--- src/rtl/piece_move_animator_if.sv ---
// Move-request handshake between the game FSM (master) and the piece
// move animator (slave).
interface piece_move_animator_if;
    logic       iMove_Valid;
    logic       iMove_Player;
    logic [3:0] iMove_Steps;
    logic       oMove_Ready;
    logic       oMove_Done;
    logic       oMoving;

    modport master (
        output iMove_Valid, iMove_Player, iMove_Steps,
        input  oMove_Ready, oMove_Done, oMoving
    );

    modport slave (
        input  iMove_Valid, iMove_Player, iMove_Steps,
        output oMove_Ready, oMove_Done, oMoving
    );
endinterface

--- src/rtl/piece_move_animator.sv ---
// piece_move_animator: walks the P1/P2 board positions one cell per
// FRAMES_PER_STEP frame ticks so pieces visibly hop around the loop path.
// Optional feature macro: PIECE_CAPTURE_EN adds a one-cycle CAPTURE state
// after the final hop that sends a landed-on opponent back to cell 0.
module piece_move_animator #(
    parameter int NUM_CELLS       = 28,
    parameter int FRAMES_PER_STEP = 15,
    parameter int MAX_STEPS       = 6
) (
    input  logic                        iClk,
    input  logic                        iRst,
    input  logic                        iFrame_Tick,
    piece_move_animator_if.slave        mv,
    output logic [5:0]                  oP1_Pos,
    output logic [5:0]                  oP2_Pos
);

    localparam logic [5:0] LAST_CELL   = 6'(NUM_CELLS - 1);
    localparam logic [7:0] FRAME_LAST  = 8'(FRAMES_PER_STEP - 1);
    localparam logic [3:0] MAX_STEPS_C = 4'(MAX_STEPS);

`ifdef PIECE_CAPTURE_EN
    typedef enum logic [1:0] {IDLE, HOP, CAPTURE, DONE} state_t;
`else
    typedef enum logic [1:0] {IDLE, HOP, DONE} state_t;
`endif

    state_t     state_q, state_d;
    logic       player_q, player_d;
    logic [3:0] steps_q, steps_d;
    logic [7:0] frame_q, frame_d;
    logic [5:0] p1_q, p1_d;
    logic [5:0] p2_q, p2_d;
    logic       ready_q, moving_q, done_q;

    // Loop path: the last cell wraps back to the start cell.
    function automatic logic [5:0] next_cell(input logic [5:0] pos);
        return (pos == LAST_CELL) ? 6'd0 : pos + 6'd1;
    endfunction

    function automatic logic [3:0] clamp_steps(input logic [3:0] s);
        return (s > MAX_STEPS_C) ? MAX_STEPS_C : s;
    endfunction

    // Next-state logic: accept requests, pace hops by frame ticks, resolve capture.
    always_comb begin
        state_d  = state_q;
        player_d = player_q;
        steps_d  = steps_q;
        frame_d  = frame_q;
        p1_d     = p1_q;
        p2_d     = p2_q;
        case (state_q)
            IDLE: begin
                // A tick arriving in the accept cycle is deliberately not counted.
                if (mv.iMove_Valid && ready_q) begin
                    player_d = mv.iMove_Player;
                    steps_d  = clamp_steps(mv.iMove_Steps);
                    frame_d  = 8'd0;
                    state_d  = (clamp_steps(mv.iMove_Steps) == 4'd0) ? DONE : HOP;
                end
            end
            HOP: begin
                if (iFrame_Tick) begin
                    if (frame_q == FRAME_LAST) begin
                        frame_d = 8'd0;
                        steps_d = steps_q - 4'd1;
                        if (player_q) p2_d = next_cell(p2_q);
                        else          p1_d = next_cell(p1_q);
                        if (steps_q == 4'd1) begin
`ifdef PIECE_CAPTURE_EN
                            state_d = CAPTURE;
`else
                            state_d = DONE;
`endif
                        end
                    end else begin
                        frame_d = frame_q + 8'd1;
                    end
                end
            end
`ifdef PIECE_CAPTURE_EN
            CAPTURE: begin
                // Landing on the opponent (outside the start cell) sends it home.
                if ((p1_q == p2_q) && (p1_q != 6'd0)) begin
                    if (player_q) p1_d = 6'd0;
                    else          p2_d = 6'd0;
                end
                state_d = DONE;
            end
`endif
            DONE:    state_d = IDLE;
            default: state_d = IDLE;
        endcase
    end

    // State and registered outputs; reset aborts any move without a done pulse.
    always_ff @(posedge iClk) begin
        if (iRst) begin
            state_q  <= IDLE;
            player_q <= 1'b0;
            steps_q  <= 4'd0;
            frame_q  <= 8'd0;
            p1_q     <= 6'd0;
            p2_q     <= 6'd0;
            ready_q  <= 1'b1;
            moving_q <= 1'b0;
            done_q   <= 1'b0;
        end else begin
            state_q  <= state_d;
            player_q <= player_d;
            steps_q  <= steps_d;
            frame_q  <= frame_d;
            p1_q     <= p1_d;
            p2_q     <= p2_d;
            ready_q  <= (state_d == IDLE);
            moving_q <= (state_d != IDLE);
            done_q   <= (state_d == DONE);
        end
    end

    assign mv.oMove_Ready = ready_q;
    assign mv.oMoving     = moving_q;
    assign mv.oMove_Done  = done_q;
    assign oP1_Pos        = p1_q;
    assign oP2_Pos        = p2_q;

endmodule

--- src/flat_wrapper.sv ---
// flat-port wrapper written by rule: the top's interface ports become plain ports
module piece_move_animator_flat 
#(
    parameter int NUM_CELLS       = 28,
    parameter int FRAMES_PER_STEP = 15,
    parameter int MAX_STEPS       = 6
)
  (iClk, iRst, iFrame_Tick, oP1_Pos, oP2_Pos, mv_iMove_Valid, mv_iMove_Player, mv_iMove_Steps, mv_oMove_Ready, mv_oMove_Done, mv_oMoving);
  piece_move_animator_if mv_i ();
  input  logic iClk;
  input  logic iRst;
  input  logic iFrame_Tick;
  output logic [5:0] oP1_Pos;
  output logic [5:0] oP2_Pos;
  input wire logic [$bits(mv_i.iMove_Valid)-1:0] mv_iMove_Valid;
  input wire logic [$bits(mv_i.iMove_Player)-1:0] mv_iMove_Player;
  input wire logic [$bits(mv_i.iMove_Steps)-1:0] mv_iMove_Steps;
  output wire logic [$bits(mv_i.oMove_Ready)-1:0] mv_oMove_Ready;
  output wire logic [$bits(mv_i.oMove_Done)-1:0] mv_oMove_Done;
  output wire logic [$bits(mv_i.oMoving)-1:0] mv_oMoving;
  assign mv_i.iMove_Valid = mv_iMove_Valid;
  assign mv_i.iMove_Player = mv_iMove_Player;
  assign mv_i.iMove_Steps = mv_iMove_Steps;
  assign mv_oMove_Ready = mv_i.oMove_Ready;
  assign mv_oMove_Done = mv_i.oMove_Done;
  assign mv_oMoving = mv_i.oMoving;
  piece_move_animator #(.NUM_CELLS(NUM_CELLS), .FRAMES_PER_STEP(FRAMES_PER_STEP), .MAX_STEPS(MAX_STEPS)) u_core (.iClk(iClk), .iRst(iRst), .iFrame_Tick(iFrame_Tick), .mv(mv_i), .oP1_Pos(oP1_Pos), .oP2_Pos(oP2_Pos));
endmodule
--- config.mk ---
export PLATFORM = sky130hd
export DESIGN_NAME = piece_move_animator_flat
export DESIGN_NICKNAME = d
export VERILOG_FILES = /design/src/rtl/piece_move_animator_if.sv /design/src/rtl/piece_move_animator.sv /design/src/flat_wrapper.sv
export SDC_FILE = /design/constraint.sdc
export NUM_CORES = 1
export LEC_CHECK = 0
export CAP_MARGIN = 40
export CORE_ASPECT_RATIO = 2
export CORE_MARGIN = 4
export CORE_UTILIZATION = 50
export DETAILED_ROUTE_END_ITERATION = 16
export GPL_TIMING_DRIVEN = 0
export PLACE_DENSITY = 0.75
export SYNTH_ARGS = -nofsm -noshare
export SYNTH_HDL_FRONTEND = slang
export SYNTH_SLANG_ARGS = --single-unit
--- constraint.sdc ---
create_clock -name iClk -period 2.66 [get_ports iClk]
set_input_delay 0.532 -clock iClk [delete_from_list [all_inputs] [get_ports iClk]]
set_output_delay 0.532 -clock iClk [all_outputs]
set_load 0.01 [all_outputs]
[Word level (Yosys, flattened, before mapping)]
Index checks and enable logic that the tools add are counted.
Word-level totals
  register bits: 30
  input bits: 9
  output and inout port bits: 15
  word-level logic and storage cells: 52
Operators by class
  add/subtract/negate cells: 4
  magnitude comparators: 1
  equality and inequality tests: 9
  muxes and demuxes: 17
  bitwise logic cells: 1
  reductions and logical operators: 11
Operator list (count)
  $mux 8: 3
  $mux 4: 4
  $pmux 8 s2: 1
  $add 6x1->6 const B: 2
  $eq 6x5->1 const B: 2
  $mux 6: 2
  $reduce_and 4->1: 3
  $mux 2: 5
  $add 8x1->8 const B: 1
  $eq 8x4->1 const B: 1
  $pmux 4 s2: 1
  $eq 4x1->1 const B: 1
  $gt 4x3->1 const B: 1
  $logic_not 2->1: 2
  $logic_not 4->1: 1
  $ne 2x1->1 const B: 2
  $pmux 2 s2: 1
  $reduce_bool 2->1: 2
  $sub 4x1->4 const B: 1
  $reduce_and 3->1: 1
  $eq 2x1->1 const B: 1
  $eq 2x2->1 const B: 1
  $ne 2x2->1 const B: 1
  $reduce_and 2->1: 1
  other kinds (2): 2

[Depth between registers and ports, before layout]
Gate-level depths: netlist of run 1.
  depth in word-level cells: 7
  depth in mapped cells: 7
  depth with buffers taken out: 6

[Worst setup path after synthesis of run 1]
OpenSTA, ideal clock, no wires.
  kind: register -> register
  from: register u_core.frame_q[4]
  to: register u_core.p2_q[5], in the netlist u_core.oP2_Pos[5]
  library setup time: 0.070 ns
  arrival time: 1.824 ns
  required time: 2.590 ns
  setup slack: 0.766 ns
  stages on the path, launching flop included: 6
  buffers on the path: 1
  clock period less this slack: 1.894 ns
  cells stage by stage: dfxtp_1 -> or3_1 -> buf_2 -> or3_4 -> or4_1 -> a21oi_1
Between the ends
  longest elaborated chain between the ends: 2
Ends and longest elaborated chain
  start: declaration: RTL line piece_move_animator.sv:31  | logic [7:0] frame_q, frame_d;
  start signal: assignment: RTL line piece_move_animator.sv:113  | frame_q <= frame_d;
  $eq 8x4->1: RTL line piece_move_animator.sv:65  | if (frame_q == FRAME_LAST) begin
  $reduce_and 4->1 (no source line)
  end signal: assignment: RTL line piece_move_animator.sv:115  | p2_q <= p2_d;
  end: declaration: RTL line piece_move_animator.sv:33  | logic [5:0] p2_q, p2_d;
No other way between the ends.
A chain may end at the register's enable or synchronous reset.

[Final worst setup path of run 1]
  from: input port iFrame_Tick
  to: register u_core.p2_q[4], in the netlist u_core.oP2_Pos[4]
Between the ends
  longest elaborated chain between the ends: 1
Ends and longest elaborated chain
  start: declaration: RTL line flat_wrapper.sv:12  | input logic iFrame_Tick;
  $reduce_and 4->1 (no source line)
No other way between the ends.

==> results.json, run 1 <==
{
  "fin_util_pct": 65.3,
  "die_width_um": 47.2,
  "synth-edff-count": 0,
  "port_buffers": 23,
  "period_minus_slack_ns": 2.45,
  "grt.overflow.total": 0,
  "postCtsSetupRepairBufs": 0,
  "syn_avg_cell_area_um2": 8.62,
  "grt_max_degree": 11,
  "place_area_mm2": 0.00180,
  "layout-drive-gt1-share_pct": 6.25,
  "drt_pass1_iterations": 4,
  "drcViolationCount": 0,
  "gp_congestion": 0.800,
  "wl_per_cell_um": 16.0,
  "start_util_pct": 52.2,
  "p_leak_nw": 0.687,
  "hold_viol_final": 0,
  "cp_data_required_time_ns": 2.87,
  "syn_area_mm2": 0.00154,
  "viasPerCell": 5.97,
  "cts_tree": "done",
  "yosysUniqueCellTypes": 43,
  "clock_path_buffers": 2,
  "io_pins": 24,
  "crit_chain": "clkdlybuf4s50_1 -> nor4b_1 -> nand3_1 -> or4b_1 -> a21oi_1",
  "slowest_stage": "nor4b_1",
  "root_buffer": "clkbuf_8",
  "async_flop_share_pct": 0,
  "synth_nets": 193,
  "stdcell_area_mm2": 0.00192,
  "rows": 28,
  "die-area_mm2": 0.00407,
  "relSlewSlack_pct": 55.6,
  "dr.first_iter.drc_count": 29,
  "powerDensity_mw_per_mm2": 560,
  "slew_viol_final": 0,
  "area_delta_synth_final_pct": 25.3,
  "antenna_cells": 0,
  "cts-hold-fix-buffers": 0,
  "fin_cells": 238,
  "cts.clk_slew.worst_paths_ns": 0.06,
  "yosysWarnings": 0,
  "setup_tns_ns": 0,
  "setup_viol": 0,
  "vias": 1420,
  "synth_ff_type": "dfxtp_1",
  "setup.worst_path.start_class": "input port",
  "hpwl_mm": 2.92,
  "grt_pass1_wl_mm": 6.52,
  "post-route-period-util_pct": 92.3,
  "cts_buffers": 5,
  "worst_slew_pin_slew_ns": 0.656,
  "maxCapViolCount": 0,
  "antenna_found_initial": 0,
  "die_h_um": 86.4,
  "layout_common_cells": "dfxtp_1, clkdlybuf4s50_1, nor2_1, a21oi_1",
  "status": "finished clean",
  "cpPeakStageDelay_ns": 0.58,
  "syn-instance-count": 178,
  "clk_latency_ns": 0.28,
  "ir_drop_uv": 375,
  "reg2reg_slack_ns": 0.50,
  "crit_family": "simple AND/OR/NAND/NOR gates",
  "final_nets": 223,
  "yosysSeqAreaShare_pct": 39.1,
  "ys_ff_latch": 30,
  "detail-route-antenna-nets": 0,
  "skew_ns": 0.00609,
  "fmax_mhz": 407,
  "cp_max_fo": 5,
  "critPathKind": "in2reg",
  "worst_setup_path_end_kind": "register",
  "worstPathArrival_ns": 2.67,
  "routed_wl_mm": 3.82,
  "hp-class": "reg2reg",
  "layout_commonest_cell": "dfxtp_1",
  "clkSinkCount": 30,
  "design.core.area_mm2": 0.00294,
  "grt_pass1_vias": 1489,
  "ctsResizeCount": 0,
  "cp.buffers_inverters": 1,
  "dp.cells": 231,
  "fill_cells": 268,
  "rsz0062_at_grt": "false",
  "h-tree-depth": 2,
  "grt.total_usage_pct": 21.8
}
-- flip-flops by register name (all words and copies together), names as in the netlist --
| register | flops |
|---|---|
| u_core.mv.oMoving | 1 |
| u_core.oP1_Pos | 6 |
| u_core.frame_q | 8 |
| u_core.mv.oMove_Ready | 1 |
| u_core.state_q | 2 |
| u_core.steps_q | 4 |
| u_core.oP2_Pos | 6 |
| u_core.mv.oMove_Done | 1 |
| u_core.player_q | 1 |
-- power breakdown --
part	internal, W	total [W]	switching [W]
combinational	0.0000542	0.000123	0.0000687
clock	0.000299	0.000469	0.000169
sequential	0.000466	0.000485	0.0000186
-- kinds of logic after synthesis --
group                    count (synthesis)  synth area share (%)
AO/OA/AOI/OAI                           35                  14.3
XOR/XNOR                                12                  6.85
flip-flops                              30                  39.1
adder cells (fa/ha/maj)                  6                  4.89
AND/OR/NAND/NOR                         77                  28.3
multiplexers                             4                  2.77
buffers and inverters                   14                  3.83
-- per-layer routing --
| metal | GRT usage (%) | part of all wire (%) | vias up |
|---|---|---|---|
| met3 | 3.95 | 3.0 | 7 |
| met2 | 39.2 | 57 | 30 |
| met5 | 0 | 0 | - |
| met1 | 23.0 | 37 | 680 |
| met4 | 9.32 | 2.2 | 0 |
| li1 | - | - | 703 |
-- Yosys cell counts (3+ instances only) --
library cell  count  area, um2
xnor2_1          11       96.3
o21ai_0           7       35.0
ha_1              6       75.1
nand2_1          11       41.3
nor2b_1           4       25.0
inv_1             8       30.0
a21oi_1          13       65.1
nand4b_1          4       35.0
nor2_1           19       71.3
a211oi_1          4       30.0
nor3_1            3       15.0
dfxtp_1          30        601
nand3_1           9       45.0
o31ai_1           3       22.5
nand4_1           4       25.0
clkbuf_1          4       15.0
nor4_1            5       31.3
or3_1             3       18.8
-- tightest hold or removal path: cells and delay by family (launching register included) --
kind            cells  cell delay (ns)
flops               1             0.34
simple gates        1             0.06
compound gates      1             0.06
-- final timing paths --
check	from	endpoint	cells past startpoint
max	iFrame_Tick	u_core.oP2_Pos[4]	5
min	u_core.oP2_Pos[1]	u_core.oP2_Pos[1]	2
min reg2reg	u_core.oP2_Pos[1]	u_core.oP2_Pos[1]	2
max reg2reg	u_core.frame_q[0]	u_core.frame_q[1]	7
-- through the flow --
step / hold slack [ns] / worst slack, ns / power (W)
after floorplan: 0.459 / 0.766 / 0.000569
after global placement: 0.479 / -0.120 / 0.000611
after detailed placement: 0.493 / -0.122 / 0.000618
after CTS: 0.503 / 0.155 / 0.00108
after global routing: 0.548 / 0.0579 / 0.00113
final: 0.505 / 0.205 / 0.00108
-- cell type report --
| type | count | area (um2) | share of cell area (%) |
|---|---|---|---|
| flip-flops and latches | 30 | 601 | 31.2 |
| multi-input cells | 134 | 883 | 45.9 |
| repair buffers | 23 | 230 | 12.0 |
| clock inverters | 1 | 30.0 | 1.56 |
| well taps | 30 | 37.5 | 1.95 |
| clock buffers | 6 | 82.6 | 4.29 |
| plain buffers | 6 | 28.8 | 1.50 |
| inverters | 8 | 30.0 | 1.56 |
Power figures use the tool's default switching activity.
==> run 2: changes to the inputs <==
Settings changed: CTS_CLUSTER_DIAMETER from default to 150.
Clock period 2.66 ns to 2.8 ns, I/O delays scaled along.
==> results.json, run 2 (synthesized netlist as in run 1, its figures left out) <==
{
  "status": "finished clean",
  "drt_pass1_iterations": 4,
  "ir_drop_uv": 363,
  "postCtsSetupRepairBufs": 0,
  "h-tree-depth": 2,
  "gp_congestion": 0.800,
  "antenna_found_initial": 0,
  "final_nets": 223,
  "setup_ws_ns": 0.256,
  "setup.worst_path.start_class": "input port",
  "start_util_pct": 52.2,
  "io_pins": 24,
  "die-area_mm2": 0.00407,
  "grt.overflow.total": 0,
  "period_minus_slack_ns": 2.54,
  "rows": 28,
  "fin_cells": 238,
  "grt_pass1_wl_mm": 6.52,
  "root_buffer": "clkbuf_8",
  "p_leak_nw": 0.684,
  "ff_latch_area_um2": 601,
  "cp_data_required_time_ns": 2.95,
  "fmax_mhz": 393,
  "worst_slew_pin_slew_ns": 0.702,
  "clkSinkCount": 30,
  "grt_max_degree": 11,
  "post-route-period-util_pct": 90.8,
  "powerDensity_mw_per_mm2": 534,
  "vias": 1431,
  "rsz0062_at_grt": "false",
  "clock_path_buffers": 2,
  "ctsResizeCount": 0,
  "multi_input_area_um2": 876,
  "dp_slack_ns": -0.0105,
  "layout-drive-gt1-share_pct": 5.77,
  "layout_commonest_cell": "dfxtp_1",
  "largest_reg_flops": 8,
  "clk_latency_ns": 0.28,
  "maxCapViolCount": 0,
  "die_h_um": 86.4,
  "drcViolationCount": 0,
  "cp_max_fo": 5,
  "cts_buffers": 5,
  "antenna_cells": 0,
  "wl_per_cell_um": 16.1,
  "routed_wl_mm": 3.82,
  "grt_pass1_vias": 1489,
  "grt.total_usage_pct": 21.8,
  "skew_ns": 0.00708,
  "hold_viol_final": 0,
  "cts-hold-fix-buffers": 0,
  "viasPerCell": 6.01,
  "port_buffers": 23,
  "slew_viol_final": 0,
  "worst_setup_path_end_kind": "register",
  "cts.clk_slew.worst_paths_ns": 0.06,
  "cts_tree": "done",
  "die_width_um": 47.2,
  "hp-class": "reg2reg",
  "dr.first_iter.drc_count": 27,
  "fill_cells": 272,
  "design.core.area_mm2": 0.00294,
  "setup_viol": 0,
  "critPathKind": "in2reg",
  "area_delta_synth_final_pct": 24.8,
  "detail-route-antenna-nets": 0,
  "dp.cells": 231,
  "top_register": "u_core.frame_q",
  "layout_common_cells": "dfxtp_1, clkdlybuf4s50_1, nor2_1, a21oi_1",
  "worstPathArrival_ns": 2.69,
  "hpwl_mm": 2.92,
  "relSlewSlack_pct": 52.6
}
run 2: cell type report:
class | count | area share (%)
Clock buffer | 6 | 4.31
Inverter | 8 | 1.57
Clock inverter | 1 | 1.57
Multi-Input combinational cell | 134 | 45.7
Tap cell | 30 | 1.96
Buffer | 6 | 1.50
Timing Repair Buffer | 23 | 12.0
Sequential cell | 30 | 31.4
run 2: per-stage QoR:
step | util (%) | power [W] | setup TNS, ns | cell area (um2) | hold slack, ns
after global routing | 65.1 | 0.00107 | 0 | 1920 | 0.548
after floorplan | - | 0.000541 | 0 | 1540 | 0.459
after detailed placement | 61.3 | 0.000587 | -0.0238 | 1800 | 0.493
final | 65.1 | 0.00102 | 0 | 1920 | 0.503
after CTS | 65.1 | 0.00103 | 0 | 1920 | 0.503
after global placement | 61.3 | 0.000581 | -0.0225 | 1800 | 0.479
run 2: critical path, stage by stage:
cell	delay, ns
clkdlybuf4s50_1	0.56
nor4b_1	0.57
nand4_1	0.27
o41ai_1	0.62
nor2_1	0.11
run 2: power breakdown:
group | leakage (nW) | switching (W) | internal, W
Sequential | 0.243 | 0.0000174 | 0.000443
Combinational | 0.383 | 0.0000655 | 0.0000513
Clock | 0.0573 | 0.000160 | 0.000284
Total | 0.684 | 0.000243 | 0.000779
run 2: path summary, 6_finish.rpt:
| path | from | slack (ns) | cells past startpoint | end |
|---|---|---|---|---|
| worst max-delay path | iFrame_Tick | 0.26 | 5 | u_core.oP1_Pos[4] |
| worst min-delay path | u_core.steps_q[1] | 0.50 | 2 | u_core.steps_q[1] |
| worst max register to register | u_core.frame_q[0] | 0.62 | 7 | u_core.frame_q[1] |
| worst min register to register | u_core.steps_q[1] | 0.50 | 2 | u_core.steps_q[1] |
run 2: routing by layer:
metal	vias to the layer above	part of all wire (%)	track usage, %
li1	703	-	-
met1	680	37	23.0
met2	38	57	39.2
met3	10	3.7	3.95
met4	0	2.8	9.32
met5	-	0	0
==> run 3: changes to the inputs <==
Settings changed: CELL_PAD_IN_SITES_DETAIL_PLACEMENT from default to 0, CELL_PAD_IN_SITES_GLOBAL_PLACEMENT from default to 2, CORE_UTILIZATION 50 to 31, GPL_ROUTABILITY_DRIVEN from default to 0, PLACE_DENSITY 0.75 to default, PLACE_DENSITY_LB_ADDON from default to 0.1.
==> results.json, run 3 (synthesized netlist as in run 1, its figures left out) <==
{
  "clockPowerShare_pct": 38.5,
  "r2r_start": "u_core.frame_q[0]",
  "root_buffer": "clkbuf_8",
  "reg2reg_slack_ns": 0.55,
  "layout_commonest_cell": "dfxtp_1",
  "r2r_end": "u_core.frame_q[1]",
  "p_seq_share_pct": 49.0,
  "setup_tns_ns": 0,
  "cp_max_fo": 8,
  "worstPathArrival_ns": 2.58,
  "viasPerCell": 5.30,
  "largest_reg_flops": 8,
  "post-route-period-util_pct": 87.4,
  "relSlewSlack_pct": 49.4,
  "ir_drop_uv": 301,
  "skew_ns": 0.00895,
  "rsz0062_at_grt": "false",
  "ff_latch_area_um2": 601,
  "antenna_found_initial": 0,
  "critPathKind": "in2reg",
  "fin_util_pct": 40.1,
  "fin_cells": 266,
  "start_util_pct": 31.9,
  "grt.overflow.total": 0,
  "r2r_cells": 7,
  "cts.clk_slew.worst_paths_ns": 0.06,
  "period_minus_slack_ns": 2.45,
  "cts_buffers": 5,
  "total_power_w": 0.000942,
  "endpoint": "u_core.frame_q[0]",
  "layout-drive-gt1-share_pct": 6.22,
  "slowest_stage": "o21ai_1",
  "powerDensity_mw_per_mm2": 487,
  "p_sw_share_pct": 26.5,
  "dp_slack_ns": -0.172,
  "die_h_um": 108,
  "combPwrFrac_pct": 12.6,
  "postCtsSetupRepairBufs": 0,
  "fill_cells": 501,
  "hp-class": "reg2reg",
  "grt_max_degree": 11,
  "cts_tree": "done",
  "setup_viol": 0,
  "grt_pass1_wl_mm": 7.15,
  "detail-route-antenna-nets": 0,
  "crit_family": "compound AO/OA/AOI/OAI gates",
  "slew_viol_final": 0,
  "layout_common_cells": "dfxtp_1, clkdlybuf4s50_1, nor2_1, a21oi_1",
  "dr.first_iter.drc_count": 31,
  "cp_data_required_time_ns": 2.94,
  "routed_wl_mm": 4.24,
  "vias": 1411,
  "design.core.area_mm2": 0.00482,
  "final_nets": 223,
  "crit_chain": "clkdlybuf4s50_1 -> nor4bb_1 -> a21oi_1 -> o21ai_1 -> nor2_1",
  "die-area_mm2": 0.00621,
  "clk_latency_ns": 0.28,
  "hpwl_mm": 3.23,
  "grt_pass1_vias": 1534,
  "die_width_um": 57.8,
  "internal_power_w": 0.000692,
  "setup_ws_ns": 0.353,
  "status": "finished clean",
  "port_buffers": 23,
  "io_pins": 24,
  "worst_setup_path_end_kind": "register",
  "setup.worst_path.start_class": "input port",
  "h-tree-depth": 2,
  "top_register": "u_core.frame_q",
  "hold_viol_final": 0,
  "cpPeakStageDelay_ns": 0.59,
  "worst_slew_pin_slew_ns": 0.749,
  "power_switching_w": 0.000250,
  "wl_per_cell_um": 15.9,
  "drt_pass1_iterations": 4,
  "maxCapViolCount": 0,
  "rows": 36,
  "dp.cells": 258,
  "clkSinkCount": 30,
  "fmax_mhz": 409,
  "drcViolationCount": 0,
  "antenna_cells": 0,
  "cp.buffers_inverters": 1,
  "area_delta_synth_final_pct": 26.0,
  "multi_input_area_um2": 882,
  "grt.total_usage_pct": 15.0,
  "cp.depth": 5,
  "clock_path_buffers": 2,
  "cts-hold-fix-buffers": 0,
  "startpoint": "mv_iMove_Valid",
  "p_leak_nw": 0.677
}
==> run 3: cell types whose count changed in the layout (fill, tap and decap cells not counted) <==
cell / delta
bufinv_16: -1
nor4b_2: +1
clkbuf_1: +1
nor4b_1: -1
clkinv_2: +1
==> run 3: per-layer routing <==
layer	routed length [um]	global-route usage, %	share of wire, %	vias up
li1	-	-	-	704
met1	1700	15.5	40	676
met2	2340	27.5	55	23
met3	90	2.76	2.1	8
met4	106	7.46	2.5	0
met5	0	0	0	-
==> run 3: power groups by stage <==
stage / clock, W / sequential, W / combinational (W)
2_1_floorplan: 0 / 0.000467 / 0.0000742
3_3_place_gp: 0 / 0.000470 / 0.000117
3_5_place_dp: 0 / 0.000471 / 0.000119
4_1_cts: 0.000373 / 0.000461 / 0.000120
5_1_grt: 0.000391 / 0.000463 / 0.000132
6_report: 0.000363 / 0.000461 / 0.000118
==> run 3: worst min path at each step <==
stage | start | end | slack, ns | cells after the start
5_1_grt | u_core.steps_q[1] | u_core.steps_q[1] | 0.54 | 2
3_5_place_dp | u_core.oP2_Pos[4] | u_core.oP2_Pos[4] | 0.49 | 2
2_1_floorplan | u_core.steps_q[1] | u_core.steps_q[1] | 0.46 | 2
6_report | u_core.steps_q[1] | u_core.steps_q[1] | 0.50 | 2
4_1_cts | u_core.steps_q[1] | u_core.steps_q[1] | 0.50 | 2
3_3_place_gp | u_core.oP2_Pos[4] | u_core.oP2_Pos[4] | 0.48 | 2
==> run 3: final cells by class <==
cell class	instances	share of cell area (%)
Sequential cell	30	31.0
Clock inverter	1	0.259
Multi-Input combinational cell	134	45.6
Buffer	6	1.49
Tap cell	57	3.69
Clock buffer	7	4.46
Inverter	8	1.55
Timing Repair Buffer	23	11.9
==> run 3: timing repair <==
action                                  CTS  global route
endpoints found under the setup margin    0             4
endpoints found under the hold margin     0             0
resized for setup                         0             1
==> run 3: through the flow <==
stage	hold slack, ns	cell area [um2]
global placement	0.482	1840
CTS	0.497	1930
floorplan	0.459	1540
finish	0.495	1930
global route	0.537	1930
detailed placement	0.487	1840
==> run 3: worst register-to-register path, cell delays in order, from the launching register on <==
cell and delay, ns:
dfxtp_1 0.45, inv_1 0.07, ha_1 0.22, and4b_1 0.19, clkbuf_1 0.16, a21oi_1 0.43, o21ai_1 0.35, a211oi_1 0.29
